<file path="config.mk">
export PLATFORM = sky130hd
export DESIGN_NAME = pcpi_issuer
export DESIGN_NICKNAME = d
export VERILOG_FILES = /design/src/rtl/pcpi_issuer.sv
export SDC_FILE = /design/constraint.sdc
export NUM_CORES = 1
export LEC_CHECK = 0
export ABC_AREA = 1
export CAP_MARGIN = 20
export CORE_ASPECT_RATIO = 1.5
export CORE_MARGIN = 2
export CORE_UTILIZATION = 47
export DETAILED_ROUTE_END_ITERATION = 6
export MAX_ROUTING_LAYER = met4
export PLACE_DENSITY = 0.86
export SYNTH_ARGS = -nofsm -noshare
export SYNTH_HDL_FRONTEND = slang
export SYNTH_SLANG_ARGS = --single-unit
</file>
<file path="constraint.sdc">
create_clock -name clkIn -period 8.7 [get_ports clkIn]
set_input_delay 1.74 -clock clkIn [delete_from_list [all_inputs] [get_ports clkIn]]
set_output_delay 1.74 -clock clkIn [all_outputs]
set_load 0.02 [all_outputs]
</file>
<file path="src/rtl/pcpi_issuer.sv">
// ============================================================================
// Module   : pcpi_issuer
// Brief    : PCPI bus initiator; issues one coprocessor instruction per request
//            and returns OK / ILLEGAL (no responder) / HANG (watchdog) status.
// Revision : 1.0 - initial release
// ============================================================================
`default_nettype none

module pcpi_issuer #(
  parameter int TIMEOUT_CYCLES  = 16,
  parameter int MAX_BUSY_CYCLES = 1023
) (
  input  logic        clkIn,
  input  logic        rstIn,
  input  logic        reqValidIn,
  output logic        reqReadyOut,
  input  logic [31:0] reqInstIn,
  input  logic [31:0] reqRs1In,
  input  logic [31:0] reqRs2In,
  output logic        rspValidOut,
  input  logic        rspReadyIn,
  output logic [31:0] rspDataOut,
  output logic        rspWrOut,
  output logic [1:0]  rspStatusOut,
  output logic        pcpiValidOut,
  output logic [31:0] pcpiInstOut,
  output logic [31:0] pcpiRs1Out,
  output logic [31:0] pcpiRs2Out,
  input  logic        pcpiWrIn,
  input  logic [31:0] pcpiRdIn,
  input  logic        pcpiWaitIn,
  input  logic        pcpiReadyIn
);

  localparam int TO_W   = (TIMEOUT_CYCLES  < 1) ? 1 : $clog2(TIMEOUT_CYCLES + 1);
  localparam int BUSY_W = (MAX_BUSY_CYCLES < 1) ? 1 : $clog2(MAX_BUSY_CYCLES + 1);
  localparam logic [TO_W-1:0]   C_TO_LAST   = TO_W'(TIMEOUT_CYCLES - 1);
  localparam logic [TO_W-1:0]   C_TO_SAT    = TO_W'(TIMEOUT_CYCLES);
  localparam logic [BUSY_W-1:0] C_BUSY_LAST = BUSY_W'((MAX_BUSY_CYCLES > 0) ? MAX_BUSY_CYCLES - 1 : 0);
  localparam logic [BUSY_W-1:0] C_BUSY_SAT  = BUSY_W'(MAX_BUSY_CYCLES);
  localparam bit                C_BUSY_EN   = (MAX_BUSY_CYCLES != 0);

  localparam logic [1:0] C_ST_OK      = 2'b00;
  localparam logic [1:0] C_ST_ILLEGAL = 2'b01;
  localparam logic [1:0] C_ST_HANG    = 2'b10;

  typedef enum logic [1:0] {S_IDLE, S_ISSUE, S_WAIT, S_RESP} state_t;

  state_t            r_state;
  state_t            w_next;
  logic [TO_W-1:0]   r_to_cnt;
  logic [BUSY_W-1:0] r_busy_cnt;
  logic              w_accept;
  logic              w_finish;
  logic              w_capture;
  logic              w_release;
  logic              w_to_inc;
  logic              w_busy_inc;
  logic [1:0]        w_status;

  assign reqReadyOut = (r_state == S_IDLE);

  always_ff @(posedge clkIn or posedge rstIn) begin
    if (rstIn) r_state <= S_IDLE;
    else       r_state <= w_next;
  end

  // Per-cycle priority inside an issue: ready, then wait, then timeout/watchdog.
  always_comb begin
    w_next     = r_state;
    w_accept   = 1'b0;
    w_finish   = 1'b0;
    w_capture  = 1'b0;
    w_release  = 1'b0;
    w_to_inc   = 1'b0;
    w_busy_inc = 1'b0;
    w_status   = C_ST_OK;
    case (r_state)
      S_IDLE: begin
        if (reqValidIn) begin
          w_accept = 1'b1;
          w_next   = S_ISSUE;
        end
      end
      S_ISSUE: begin
        if (pcpiReadyIn) begin
          w_finish  = 1'b1;
          w_capture = 1'b1;
          w_next    = S_RESP;
        end else if (pcpiWaitIn) begin
          w_next = S_WAIT;
        end else if (r_to_cnt == C_TO_LAST) begin
          w_finish = 1'b1;
          w_status = C_ST_ILLEGAL;
          w_next   = S_RESP;
        end else begin
          w_to_inc = 1'b1;
        end
      end
      S_WAIT: begin
        if (pcpiReadyIn) begin
          w_finish  = 1'b1;
          w_capture = 1'b1;
          w_next    = S_RESP;
        end else if (C_BUSY_EN && (r_busy_cnt == C_BUSY_LAST)) begin
          w_finish = 1'b1;
          w_status = C_ST_HANG;
          w_next   = S_RESP;
        end else begin
          w_busy_inc = 1'b1;
        end
      end
      S_RESP: begin
        if (rspReadyIn) begin
          w_release = 1'b1;
          w_next    = S_IDLE;
        end
      end
      default: w_next = S_IDLE;
    endcase
  end

  always_ff @(posedge clkIn or posedge rstIn) begin
    if (rstIn) begin
      r_to_cnt     <= '0;
      r_busy_cnt   <= '0;
      pcpiValidOut <= 1'b0;
      pcpiInstOut  <= '0;
      pcpiRs1Out   <= '0;
      pcpiRs2Out   <= '0;
      rspValidOut  <= 1'b0;
      rspDataOut   <= '0;
      rspWrOut     <= 1'b0;
      rspStatusOut <= '0;
    end else begin
      if (w_accept) begin
        pcpiValidOut <= 1'b1;
        pcpiInstOut  <= reqInstIn;
        pcpiRs1Out   <= reqRs1In;
        pcpiRs2Out   <= reqRs2In;
        r_to_cnt     <= '0;
        r_busy_cnt   <= '0;
      end
      if (w_to_inc && (r_to_cnt != C_TO_SAT))
        r_to_cnt <= r_to_cnt + 1'b1;
      if (w_busy_inc && (r_busy_cnt != C_BUSY_SAT))
        r_busy_cnt <= r_busy_cnt + 1'b1;
      // Result fields stay zero unless a responder actually completed.
      if (w_finish) begin
        pcpiValidOut <= 1'b0;
        pcpiInstOut  <= '0;
        pcpiRs1Out   <= '0;
        pcpiRs2Out   <= '0;
        rspValidOut  <= 1'b1;
        rspDataOut   <= w_capture ? pcpiRdIn : 32'd0;
        rspWrOut     <= w_capture ? pcpiWrIn : 1'b0;
        rspStatusOut <= w_status;
      end
      if (w_release) begin
        rspValidOut  <= 1'b0;
        rspDataOut   <= '0;
        rspWrOut     <= 1'b0;
        rspStatusOut <= '0;
      end
    end
  end

endmodule

`default_nettype wire

</file>
==> metrics, run 1 <==
count of unresolved DRC violations after routing=0; I/O pin total=roughly 270; placeable core area=0.0139 mm^2; worst-case clock skew=about 0.014 ns; Max Root-Sink Buffers=2; count of clock tree sinks=150; Clk pin slew, worst setup/hold paths=~0.060 ns; Tcrit/Tclk final=42.0%; IO buf count=268; Die Y=149 um; total gr overflow=0; final setup violation count=0; Placer Congestion=0.838; number of fillers in the final layout=1047; sequential power share=31.4%; total power density per cell area=364 mW/mm^2; outcome=complete, no violations; P_int=0.00211 W; Hold Slack=0.495 ns; post-detailed-route wirelength per cell=16.8 um; dominant delay contributor by cell family on the critical path=buffers and inverters; switching portion of total power=a little over 40%; final net count=1127; number of iterations in the first detailed-routing pass=5; Vias per Instance=5.39; Ys Warns=0; biggest area consumer among synthesized cells=sky130_fd_sc_hd__dfrtp_1; number of cells produced by synthesis=between 700 and 800; highest-delay cell along the critical path=sky130_fd_sc_hd__inv_4; layout cells sized above 1=4.53%; highest net fanout along the worst path=97; data required time of the worst path=8.94 ns; relative slew slack=31.3%; post-synth cell types=28; post-synthesis sequential area ratio=56.9%; post-synthesis cell area=0.00660 mm^2; predominant post-synthesis flop cell=sky130_fd_sc_hd__dfrtp_1; number of H-tree branching levels=4; total detailed-routing wirelength=approximately 20 mm; count of final hold-check violations=0; Peak Freq=274 MHz; setup repair bufs after CTS=0; full die area=0.0150 mm^2; class of the worst hold path=reg2reg; final max-slew violation count=0; DRT iter0 DRCs=around 420; number of antenna violations at the first check in global routing=0; part of the power in the clock network=between 20% and 30%; switching power=0.00149 W; cell chosen for the clock root=sky130_fd_sc_hd__clkbuf_16; slew of the pin with the lowest slew margin=1.03 ns; number of rows in the core area=between 50 and 60; Critical path buffers and inverters=2; area growth from synthesis to layout=50.1%; max cap viols=0; cts bufs inserted=17; Vias=6257; Post-CTS Hold Fix Bufs=0; Post-DP HPWL=12.7 mm; total routing usage reported by global routing=between 20% and 30%; total leakage power=4.39 nW; Fin Setup TNS=0 ns; cell breakdown of the critical path=clkdlybuf4s50_1 -> nor2_1 -> a21boi_1 -> nand2_4 -> inv_4 -> a21oi_1; setup repair after global routing missed its margin=no; maximum number of pins on one net before global-route repair=109; Clock Latency Late Sink=0.42 ns; Critical Path Sink Type=flop; Data arrival, critical path=3.89 ns; via count of the first global-routing pass=between 6000 and 7000; stage delay of the slowest cell on the critical path=0.77 ns; # resized after CTS=0; post-synthesis net count=891; Starting Density=47.6%; Avg Cell Area, Syn=8.85 um^2; clock tree from TritonCTS=built; launching element type of the critical path=input pin; Synth Register Bits=150; highest ir drop seen on vdd=0.220 mV; largest cells by area after synthesis=sky130_fd_sc_hd__dfrtp_1 57%, sky130_fd_sc_hd__nand3_1 14%, sky130_fd_sc_hd__nand2_1 10%; wire length of the first global-routing pass=just over 30 mm; width of the die=101 um; top-area cell type share of the netlist area=56.9%; Routed Antenna Nets=0; share of synthesized flip-flops with an asynchronous set or reset=100%; class of the most critical setup path=in2reg; shortest clock period the worst path allows after layout=3.65 ns; Logic pwr share=48.6%; number of enable flip-flop cells after synthesis=0
==> tightest hold or removal path, stage by stage (launching register included) <==
cell                      delay (ns)
sky130_fd_sc_hd__dfrtp_1        0.34
sky130_fd_sc_hd__nand3_1        0.07
sky130_fd_sc_hd__nand2_1        0.05
==> routing by layer <==
layer  up-vias  wire length [um]  global-route usage [%]
met1      2996              7520                    33.1
met5         -                 0                       -
li1       2975                 -                       -
met4         0               945                    13.9
met2       230              9910                    41.2
met3        56              1130                    6.00
==> cells in the final DEF, fill, tap and decap left out <==
cell type	instances
sky130_fd_sc_hd__ha_4	1
sky130_fd_sc_hd__buf_16	2
sky130_fd_sc_hd__o21ai_0	2
sky130_fd_sc_hd__nand3b_1	2
sky130_fd_sc_hd__o21bai_1	2
sky130_fd_sc_hd__clkbuf_16	17
sky130_fd_sc_hd__o211ai_1	1
sky130_fd_sc_hd__xnor2_1	3
sky130_fd_sc_hd__nand2_4	3
sky130_fd_sc_hd__dfrtp_1	150
sky130_fd_sc_hd__nand2_1	179
sky130_fd_sc_hd__clkinv_2	2
sky130_fd_sc_hd__nand2_2	2
sky130_fd_sc_hd__nand3_1	185
sky130_fd_sc_hd__clkinv_4	2
sky130_fd_sc_hd__buf_4	4
sky130_fd_sc_hd__nor2_4	1
sky130_fd_sc_hd__clkbuf_1	1
sky130_fd_sc_hd__nor3_1	2
sky130_fd_sc_hd__a21boi_0	1
sky130_fd_sc_hd__bufinv_16	2
sky130_fd_sc_hd__a21boi_1	1
sky130_fd_sc_hd__nand4_1	3
sky130_fd_sc_hd__ha_1	9
sky130_fd_sc_hd__clkinvlp_4	2
sky130_fd_sc_hd__xor2_1	4
sky130_fd_sc_hd__inv_4	1
sky130_fd_sc_hd__diode_2	1
sky130_fd_sc_hd__inv_6	6
sky130_fd_sc_hd__nor2_1	13
sky130_fd_sc_hd__inv_1	22
sky130_fd_sc_hd__clkdlybuf4s50_1	267
sky130_fd_sc_hd__a21oi_1	97
sky130_fd_sc_hd__o22ai_1	4
sky130_fd_sc_hd__nor3b_1	1
==> kinds of logic (layout without fill, tap and decap cells) <==
group	after synthesis	after routing	synth area share, %
and+or+nand+nor	391	391	26.4
buffers and inverters	80	328	5.40
DFF	150	150	56.9
other	0	1	0
AOI/OAI and AO/OA	108	108	8.46
adders and majority gates	10	10	1.90
xor gates and xnor gates	7	7	0.929
==> synthesized netlist by cell type (all sizes together) (3+ instances only) <==
cell	count
ha	10
inv	24
nand3	185
nand2	184
xor2	4
buf	21
nor2	14
o22ai	4
clkbuf	35
nand4	3
a21oi	97
xnor2	3
dfrtp	150
==> power by group through the flow <==
| stage | logic [W] | clock network [W] | registers, W |
|---|---|---|---|
| 2_1_floorplan | 0.000700 | 0 | 0.00143 |
| 3_3_place_gp | 0.00171 | 0 | 0.00113 |
| 3_5_place_dp | 0.00175 | 0 | 0.00114 |
| 4_1_cts | 0.00176 | 0.000733 | 0.00113 |
| 5_1_grt | 0.00190 | 0.000762 | 0.00116 |
| 6_report | 0.00175 | 0.000722 | 0.00113 |
==> final timing paths <==
check	from	end	slack, ns	cells past startpoint
max	pcpiReadyIn	pcpiInstOut[27]	5.05	6
min	rspDataOut[30]	rspDataOut[30]	0.50	2
max reg2reg	r_to_cnt[0]	pcpiInstOut[27]	5.93	9
min reg2reg	rspDataOut[30]	rspDataOut[30]	0.50	2
max in group asynchronous	rstIn	pcpiRs2Out[22]	5.52	3
min in group asynchronous	rstIn	rspDataOut[16]	1.86	2
==> flip-flops by register name (all words and copies together) (netlist names) <==
signal        flops
rspStatusOut      2
rspDataOut       32
r_to_cnt          5
rspWrOut          1
pcpiRs1Out       32
r_busy_cnt       10
pcpiRs2Out       32
r_state           2
pcpiInstOut      32
pcpiValidOut      1
rspValidOut       1
==> through the flow <==
step                total power, W  setup WS, ns  cells  util (%)  cell area [um^2]
floorplan                  0.00213          2.92    746         -              6600
detailed placement         0.00288          4.63   1127      67.1              9300
global route               0.00383          4.90   1159      71.5              9900
global placement           0.00284          4.70   1126      66.9              9270
CTS                        0.00362          5.07   1158      71.3              9880
finish                     0.00361          5.05   1160      71.5              9910
==> cell type report <==
class | count | area, um^2 | share of cell area (%)
Tap cell | 165 | 206 | 2.08
Multi-Input combinational cell | 516 | 2510 | 25.4
Inverter | 24 | 97.6 | 0.985
Timing Repair Buffer | 273 | 2760 | 27.8
Clock buffer | 18 | 429 | 4.33
Antenna cell | 1 | 2.50 | 0.0253
Clock inverter | 13 | 146 | 1.48
Sequential cell | 150 | 3750 | 37.9
Power figures use the tool's default switching activity.
==> run 2, diff against run 1 <==
--- a/config.mk
+++ b/config.mk
@@ -9,10 +9,10 @@
 export CAP_MARGIN = 20
 export CORE_ASPECT_RATIO = 1.5
 export CORE_MARGIN = 2
-export CORE_UTILIZATION = 47
+export CORE_UTILIZATION = 39
 export DETAILED_ROUTE_END_ITERATION = 6
 export MAX_ROUTING_LAYER = met4
-export PLACE_DENSITY = 0.86
+export PLACE_DENSITY = 0.77
 export SYNTH_ARGS = -nofsm -noshare
 export SYNTH_HDL_FRONTEND = slang
 export SYNTH_SLANG_ARGS = --single-unit
==> constraint.sdc (replaced) <==
create_clock -name clkIn -period 3.05 [get_ports clkIn]
set_input_delay 0.61 -clock clkIn [delete_from_list [all_inputs] [get_ports clkIn]]
set_output_delay 0.61 -clock clkIn [all_outputs]
set_load 0.02 [all_outputs]
==> metrics, run 2 (synthesized netlist as in run 1, its figures left out) <==
final setup violation count=0 (unchanged); placeable core area=0.0167 mm^2 (was 0.0139 mm^2); Tcrit/Tclk final=88.2%; post-detailed-route wirelength per cell=16.4 um (was 16.8 um); layout cells sized above 1=5.38% (was 4.53%); number of rows in the core area=58 (was 53); Max Root-Sink Buffers=2 (unchanged); Peak Freq=372 MHz; part of the power in the clock network=19.3% (was 20.0%); Routed Antenna Nets=0 (unchanged); setup repair bufs after CTS=0 (unchanged); relative slew slack=47.8% (was 31.3%); number of iterations in the first detailed-routing pass=4 (was 5); number of H-tree branching levels=4 (unchanged); cts bufs inserted=17 (unchanged); Starting Density=39.5% (was 47.6%); Post-CTS Hold Fix Bufs=0 (unchanged); count of unresolved DRC violations after routing=0 (unchanged); Data arrival, critical path=2.08 ns (was 3.89 ns); utilization of the core after routing=60.0% (was 71.5%); data required time of the worst path=2.44 ns (was 8.94 ns); # resized after CTS=0 (unchanged); total routing usage reported by global routing=22.7% (was 26.8%); Logic pwr share=49.6% (was 48.6%); via count of the first global-routing pass=6080 (was 6218); placed cells=1182 (was 1127); wire length of the first global-routing pass=31.1 mm (was 31.0 mm); Critical Path Sink Type=primary output (was flop); width of the die=110 um (was 101 um); Placer Congestion=0.800 (was 0.838); total power density per cell area=1030 mW/mm^2 (was 364 mW/mm^2); highest ir drop seen on vdd=0.573 mV (was 0.220 mV); worst-case clock skew=0.0130 ns (was 0.0145 ns); Fin Setup TNS=0 ns (unchanged); reg-to-reg critical path startpoint=r_state[0] (was r_to_cnt[0]); total gr overflow=0 (unchanged); switching power=0.00436 W (was 0.00149 W); Die Y=163 um (was 149 um); final net count=1136 (was 1127); switching portion of total power=42.1% (was 41.3%); worst setup path startpoint=r_state[0] (was pcpiReadyIn); post-route insts no fill=1214 (was 1160); IO buf count=268 (unchanged); Clk pin slew, worst setup/hold paths=0.06 ns (about the same); Vias per Instance=5.14 (was 5.39); Reg-to-Reg End=r_state[0] (was pcpiInstOut[27]); outcome=complete, no violations (unchanged); final max-slew violation count=0 (unchanged); Vias=6234 (was 6257); launching element type of the critical path=flop (was input pin); total power consumption of the routed design=0.0103 W (was 0.00361 W); cell chosen for the clock root=sky130_fd_sc_hd__clkbuf_16 (unchanged); count of clock tree sinks=150 (unchanged); Clock Latency Late Sink=0.42 ns (about the same); class of the worst hold path=in2async (was reg2reg); area growth from synthesis to layout=51.8% (was 50.1%); setup slack of the most critical reg-to-reg path=0.77 ns (was 5.93 ns); depth of the most critical reg-to-reg path=9 (unchanged); number of antenna violations at the first check in global routing=0 (unchanged); full die area=0.0180 mm^2 (was 0.0150 mm^2); maximum number of pins on one net before global-route repair=76 (was 109); DRT iter0 DRCs=467 (was 422); shortest clock period the worst path allows after layout=2.69 ns; max cap viols=0 (unchanged); most common library cell in the layout ignoring fill and taps=sky130_fd_sc_hd__clkdlybuf4s50_1 (unchanged); Post-DP HPWL=13.4 mm (was 12.7 mm); setup repair after global routing missed its margin=no (unchanged); P_int=0.00598 W (was 0.00211 W); total detailed-routing wirelength=19.9 mm (was 19.5 mm); total leakage power=4.41 nW (was 4.39 nW); clock tree from TritonCTS=built (unchanged); slew of the pin with the lowest slew margin=0.783 ns (was 1.03 ns); highest net fanout along the worst path=26 (was 97); commonest non-fill, non-tap cells in the layout=267 x sky130_fd_sc_hd__clkdlybuf4s50_1, 185 x sky130_fd_sc_hd__nand3_1, 179 x sky130_fd_sc_hd__nand2_1 (unchanged); count of final hold-check violations=0 (unchanged); sequential power share=31.1% (was 31.4%); class of the most critical setup path=reg2out (was in2reg); I/O pin total=269 (unchanged); ANT cells=0 (was 1)
run 2: per-layer routing:
metal / track usage (%) / wire length (um) / vias to the layer above / part of all wire, %
met4: 9.89 / 751 / 0 / 3.8
met3: 4.15 / 973 / 51 / 4.9
li1: - / - / 2997 / -
met2: 37.3 / 10100 / 209 / 51
met5: - / 0 / - / 0
met1: 27.0 / 8150 / 2977 / 41
run 2: final cells by class:
| class | instances | area [um^2] |
|---|---|---|
| Sequential cell | 150 | 3750 |
| Timing Repair Buffer | 282 | 2850 |
| Inverter | 24 | 96.3 |
| Clock buffer | 19 | 433 |
| Multi-Input combinational cell | 516 | 2510 |
| Clock inverter | 13 | 114 |
| Tap cell | 210 | 263 |
| Fill cell | 1493 | 6670 |
run 2: worst max path at each step:
| stage | to | cells after the start |
|---|---|---|
| after global placement | pcpiRs2Out[6] | 7 |
| after floorplan | pcpiInstOut[0] | 1 |
| final | reqReadyOut | 3 |
| after CTS | reqReadyOut | 3 |
| after global routing | reqReadyOut | 3 |
| after detailed placement | pcpiRs2Out[28] | 7 |
run 2: worst max-delay path, stage by stage, from the launching register on:
cell and delay (ns):
sky130_fd_sc_hd__dfrtp_1 0.44, sky130_fd_sc_hd__inv_1 0.18, sky130_fd_sc_hd__ha_4 0.36, sky130_fd_sc_hd__clkdlybuf4s50_1 0.68
run 2: stage by stage:
| step | area (um^2) | hold WS (ns) | setup slack [ns] |
|---|---|---|---|
| after floorplan | 6600 | 0.509 | 0.551 |
| after global placement | 9470 | 0.480 | 0.685 |
| after detailed placement | 9470 | 0.486 | 0.649 |
| after CTS | 10000 | 0.488 | 0.324 |
| after global routing | 10000 | 0.502 | 0.270 |
| final | 10000 | 0.498 | 0.360 |
run 2: power by group through the flow:
stage                     logic (W)  registers [W]  clock network [W]
final                       0.00513        0.00321            0.00199
after detailed placement    0.00517        0.00323                  0
after floorplan             0.00200        0.00409                  0
after CTS                   0.00518        0.00321            0.00204
after global routing        0.00555        0.00331            0.00212
after global placement      0.00509        0.00321                  0
==> run 3, diff against run 2 <==
--- a/config.mk
+++ b/config.mk
@@ -5,12 +5,13 @@
 export SDC_FILE = /design/constraint.sdc
 export NUM_CORES = 1
 export LEC_CHECK = 0
-export ABC_AREA = 1
 export CAP_MARGIN = 20
 export CORE_ASPECT_RATIO = 1.5
 export CORE_MARGIN = 2
 export CORE_UTILIZATION = 39
+export CTS_CLUSTER_SIZE = 8
 export DETAILED_ROUTE_END_ITERATION = 6
+export GPL_TIMING_DRIVEN = 0
 export MAX_ROUTING_LAYER = met4
 export PLACE_DENSITY = 0.77
 export SYNTH_ARGS = -nofsm -noshare
==> metrics, run 3 <==
outcome=complete, no violations (unchanged); shortest clock period the worst path allows after layout=2.51 ns (was 2.69 ns); share of synthesized flip-flops with an asynchronous set or reset=100% (unchanged); highest net fanout along the worst path=10 (was 26); post-synthesis net count=849 (was 891); number of fillers in the final layout=1403 (was 1493); post-detailed-route wirelength per cell=16.4 um (about the same); Synth Register Bits=150 (unchanged); number of rows in the core area=57 (was 58); Vias=6089 (was 6234); area growth from synthesis to layout=55.6% (was 51.8%); top-area cell type share of the netlist area=57.8% (was 56.9%); Routed Antenna Nets=0 (unchanged); I/O pin total=269 (unchanged); DRT iter0 DRCs=272 (was 467); placed cells=1182 (unchanged); IO buf count=268 (unchanged); Ys Warns=0 (unchanged); final max-slew violation count=0 (unchanged); final net count=1140 (was 1136); worst-case clock skew=0.0176 ns (was 0.0130 ns); setup repair after global routing missed its margin=no (unchanged); Vias per Instance=5.02 (was 5.14); clock tree from TritonCTS=built (unchanged); sequential power share=30.7% (was 31.1%); maximum number of pins on one net before global-route repair=41 (was 76); biggest area consumer among synthesized cells=sky130_fd_sc_hd__dfrtp_1 (unchanged); most common library cell in the layout ignoring fill and taps=sky130_fd_sc_hd__clkdlybuf4s50_1 (unchanged); Tcrit/Tclk final=82.4% (was 88.2%); post-synthesis sequential area ratio=57.8% (was 56.9%); count of unresolved DRC violations after routing=0 (unchanged); Placer Congestion=0.863 (was 0.800); # resized after CTS=0 (unchanged); Die Y=162 um (was 163 um); total detailed-routing wirelength=19.9 mm (about the same); class of the most critical setup path=reg2reg (was reg2out); setup repair bufs after CTS=0 (unchanged); worst setup path startpoint=r_to_cnt[0] (was r_state[0]); dominant cell by count in the synthesized netlist=sky130_fd_sc_hd__nand2_1 (was sky130_fd_sc_hd__nand3_1); Critical Path Sink Type=flop (was primary output); slew of the pin with the lowest slew margin=0.632 ns (was 0.783 ns); reg-to-reg critical path startpoint=r_to_cnt[0] (was r_state[0]); count of clock tree sinks=150 (unchanged); Clk pin slew, worst setup/hold paths=0.07 ns (was 0.06 ns); number of H-tree branching levels=4 (unchanged); total power density per cell area=1040 mW/mm^2 (was 1030 mW/mm^2); class of the worst hold path=in2async (unchanged); final setup violation count=0 (unchanged); placeable core area=0.0163 mm^2 (was 0.0167 mm^2); post-synth cell types=38 (was 28); post-route insts no fill=1214 (unchanged); count of final hold-check violations=0 (unchanged); Fin Setup TNS=0 ns (unchanged); via count of the first global-routing pass=6113 (was 6080); cts bufs inserted=17 (unchanged); wire length of the first global-routing pass=31.2 mm (was 31.1 mm); data required time of the worst path=3.37 ns (was 2.44 ns); predominant post-synthesis flop cell=sky130_fd_sc_hd__dfrtp_1 (unchanged); Data arrival, critical path=2.84 ns (was 2.08 ns); depth of the most critical reg-to-reg path=11 (was 9); Hold Slack=0.459 ns (was 0.498 ns); switching portion of total power=41.0% (was 42.1%); launching element type of the critical path=flop (unchanged); switching power=0.00433 W (was 0.00436 W); total power consumption of the routed design=0.0106 W (was 0.0103 W); Peak Freq=398 MHz (was 372 MHz); relative slew slack=57.9% (was 47.8%); ANT cells=0 (unchanged); Post-CTS Hold Fix Bufs=0 (unchanged); utilization of the core after routing=62.2% (was 60.0%); Starting Density=39.9% (was 39.5%); total gr overflow=0 (unchanged); Clock Latency Late Sink=0.42 ns (about the same); Max Root-Sink Buffers=2 (unchanged); post-synthesis cell area=0.00649 mm^2 (was 0.00660 mm^2); cell chosen for the clock root=sky130_fd_sc_hd__clkbuf_16 (unchanged); max cap viols=0 (unchanged); highest ir drop seen on vdd=0.527 mV (was 0.573 mV); number of cells produced by synthesis=704 (was 746); Avg Cell Area, Syn=9.23 um^2 (was 8.85 um^2); commonest non-fill, non-tap cells in the layout=268 x sky130_fd_sc_hd__clkdlybuf4s50_1, 238 x sky130_fd_sc_hd__nand2_1, 150 x sky130_fd_sc_hd__dfrtp_1 (was 267 x sky130_fd_sc_hd__clkdlybuf4s50_1, 185 x sky130_fd_sc_hd__nand3_1, 179 x sky130_fd_sc_hd__nand2_1); P_int=0.00623 W (was 0.00598 W); part of the power in the clock network=19.7% (was 19.3%); number of iterations in the first detailed-routing pass=4 (unchanged); number of enable flip-flop cells after synthesis=0 (unchanged); commonest cells in the netlist=238 x sky130_fd_sc_hd__nand2_1, 150 x sky130_fd_sc_hd__dfrtp_1, 99 x sky130_fd_sc_hd__a21oi_1 (was 185 x sky130_fd_sc_hd__nand3_1, 181 x sky130_fd_sc_hd__nand2_1, 150 x sky130_fd_sc_hd__dfrtp_1); largest cells by area after synthesis=sky130_fd_sc_hd__dfrtp_1 58%, sky130_fd_sc_hd__nand2_1 14%, sky130_fd_sc_hd__a21oi_1 7.6% (was sky130_fd_sc_hd__dfrtp_1 57%, sky130_fd_sc_hd__nand3_1 14%, sky130_fd_sc_hd__nand2_1 10%); number of antenna violations at the first check in global routing=0 (unchanged); Reg-to-Reg End=pcpiInstOut[23] (was r_state[0]); layout cells sized above 1=5.65% (was 5.38%); width of the die=109 um (was 110 um); total leakage power=4.23 nW (was 4.41 nW); Logic pwr share=49.6% (about the same); total routing usage reported by global routing=23.2% (was 22.7%); full die area=0.0177 mm^2 (was 0.0180 mm^2); Post-DP HPWL=15.0 mm (was 13.4 mm); setup slack of the most critical reg-to-reg path=0.54 ns (was 0.77 ns)
run 3: logic make-up (layout without fill, tap and decap cells):
group | after synthesis | after routing | share of synthesized area [%]
AOI/OAI and AO/OA | 159 | 159 | 13.3
xor gates and xnor gates | 2 | 2 | 0.270
adders and majority gates | 10 | 10 | 1.93
buffers and inverters | 63 | 367 | 4.93
DFF | 150 | 150 | 57.8
muxes | 6 | 6 | 1.02
and+or+nand+nor | 314 | 314 | 20.8
run 3: worst max-delay path by stage:
stage	end	slack, ns	depth (start not counted)
2_1_floorplan	pcpiInstOut[0]	0.55	1
3_3_place_gp	pcpiRs2Out[14]	-0.83	2
3_5_place_dp	pcpiRs2Out[22]	0.38	6
4_1_cts	pcpiInstOut[6]	0.49	11
5_1_grt	pcpiRs1Out[28]	0.33	11
6_report	pcpiInstOut[23]	0.54	11
run 3: critical path, cell delays in order (launching register included):
cell	delay, ns
sky130_fd_sc_hd__dfrtp_1	0.40
sky130_fd_sc_hd__ha_1	0.23
sky130_fd_sc_hd__and3_1	0.20
sky130_fd_sc_hd__ha_1	0.22
sky130_fd_sc_hd__nor2b_1	0.14
sky130_fd_sc_hd__o31a_1	0.23
sky130_fd_sc_hd__clkbuf_1	0.20
sky130_fd_sc_hd__nor2b_1	0.18
sky130_fd_sc_hd__buf_2	0.16
sky130_fd_sc_hd__buf_6	0.17
sky130_fd_sc_hd__buf_6	0.15
sky130_fd_sc_hd__a21oi_1	0.13
run 3: metal layers:
layer | up-vias | wire length, um | GRT usage [%]
li1 | 2959 | - | -
met1 | 2871 | 7700 | 26.2
met2 | 219 | 10500 | 40.0
met3 | 40 | 1090 | 4.57
met4 | 0 | 551 | 8.86
met5 | - | 0 | -
run 3: final cells by class:
type / count / area (um^2) / area share (%)
sequential: 150 / 3750 / 37.1
timing repair buffer: 272 / 2760 / 27.3
multi-input combinational: 491 / 2420 / 24.0
clock buffer: 18 / 429 / 4.25
buffer: 54 / 287 / 2.83
tap: 206 / 258 / 2.55
clock inverter: 14 / 159 / 1.57
inverter: 9 / 37.5 / 0.371
run 3: per-stage QoR:
stage               setup WS, ns  area, um^2
CTS                        0.491       10100
global placement          -0.828        9440
global route               0.327       10100
finish                     0.537       10100
detailed placement         0.378        9520
floorplan                  0.551        6500
run 3: power by group through the flow:
stage | Sequential [W] | Combinational (W) | Clock, W
global placement | 0.00324 | 0.00519 | 0
finish | 0.00324 | 0.00524 | 0.00208
CTS | 0.00324 | 0.00530 | 0.00213
global route | 0.00334 | 0.00569 | 0.00222
detailed placement | 0.00327 | 0.00529 | 0
floorplan | 0.00415 | 0.00195 | 0
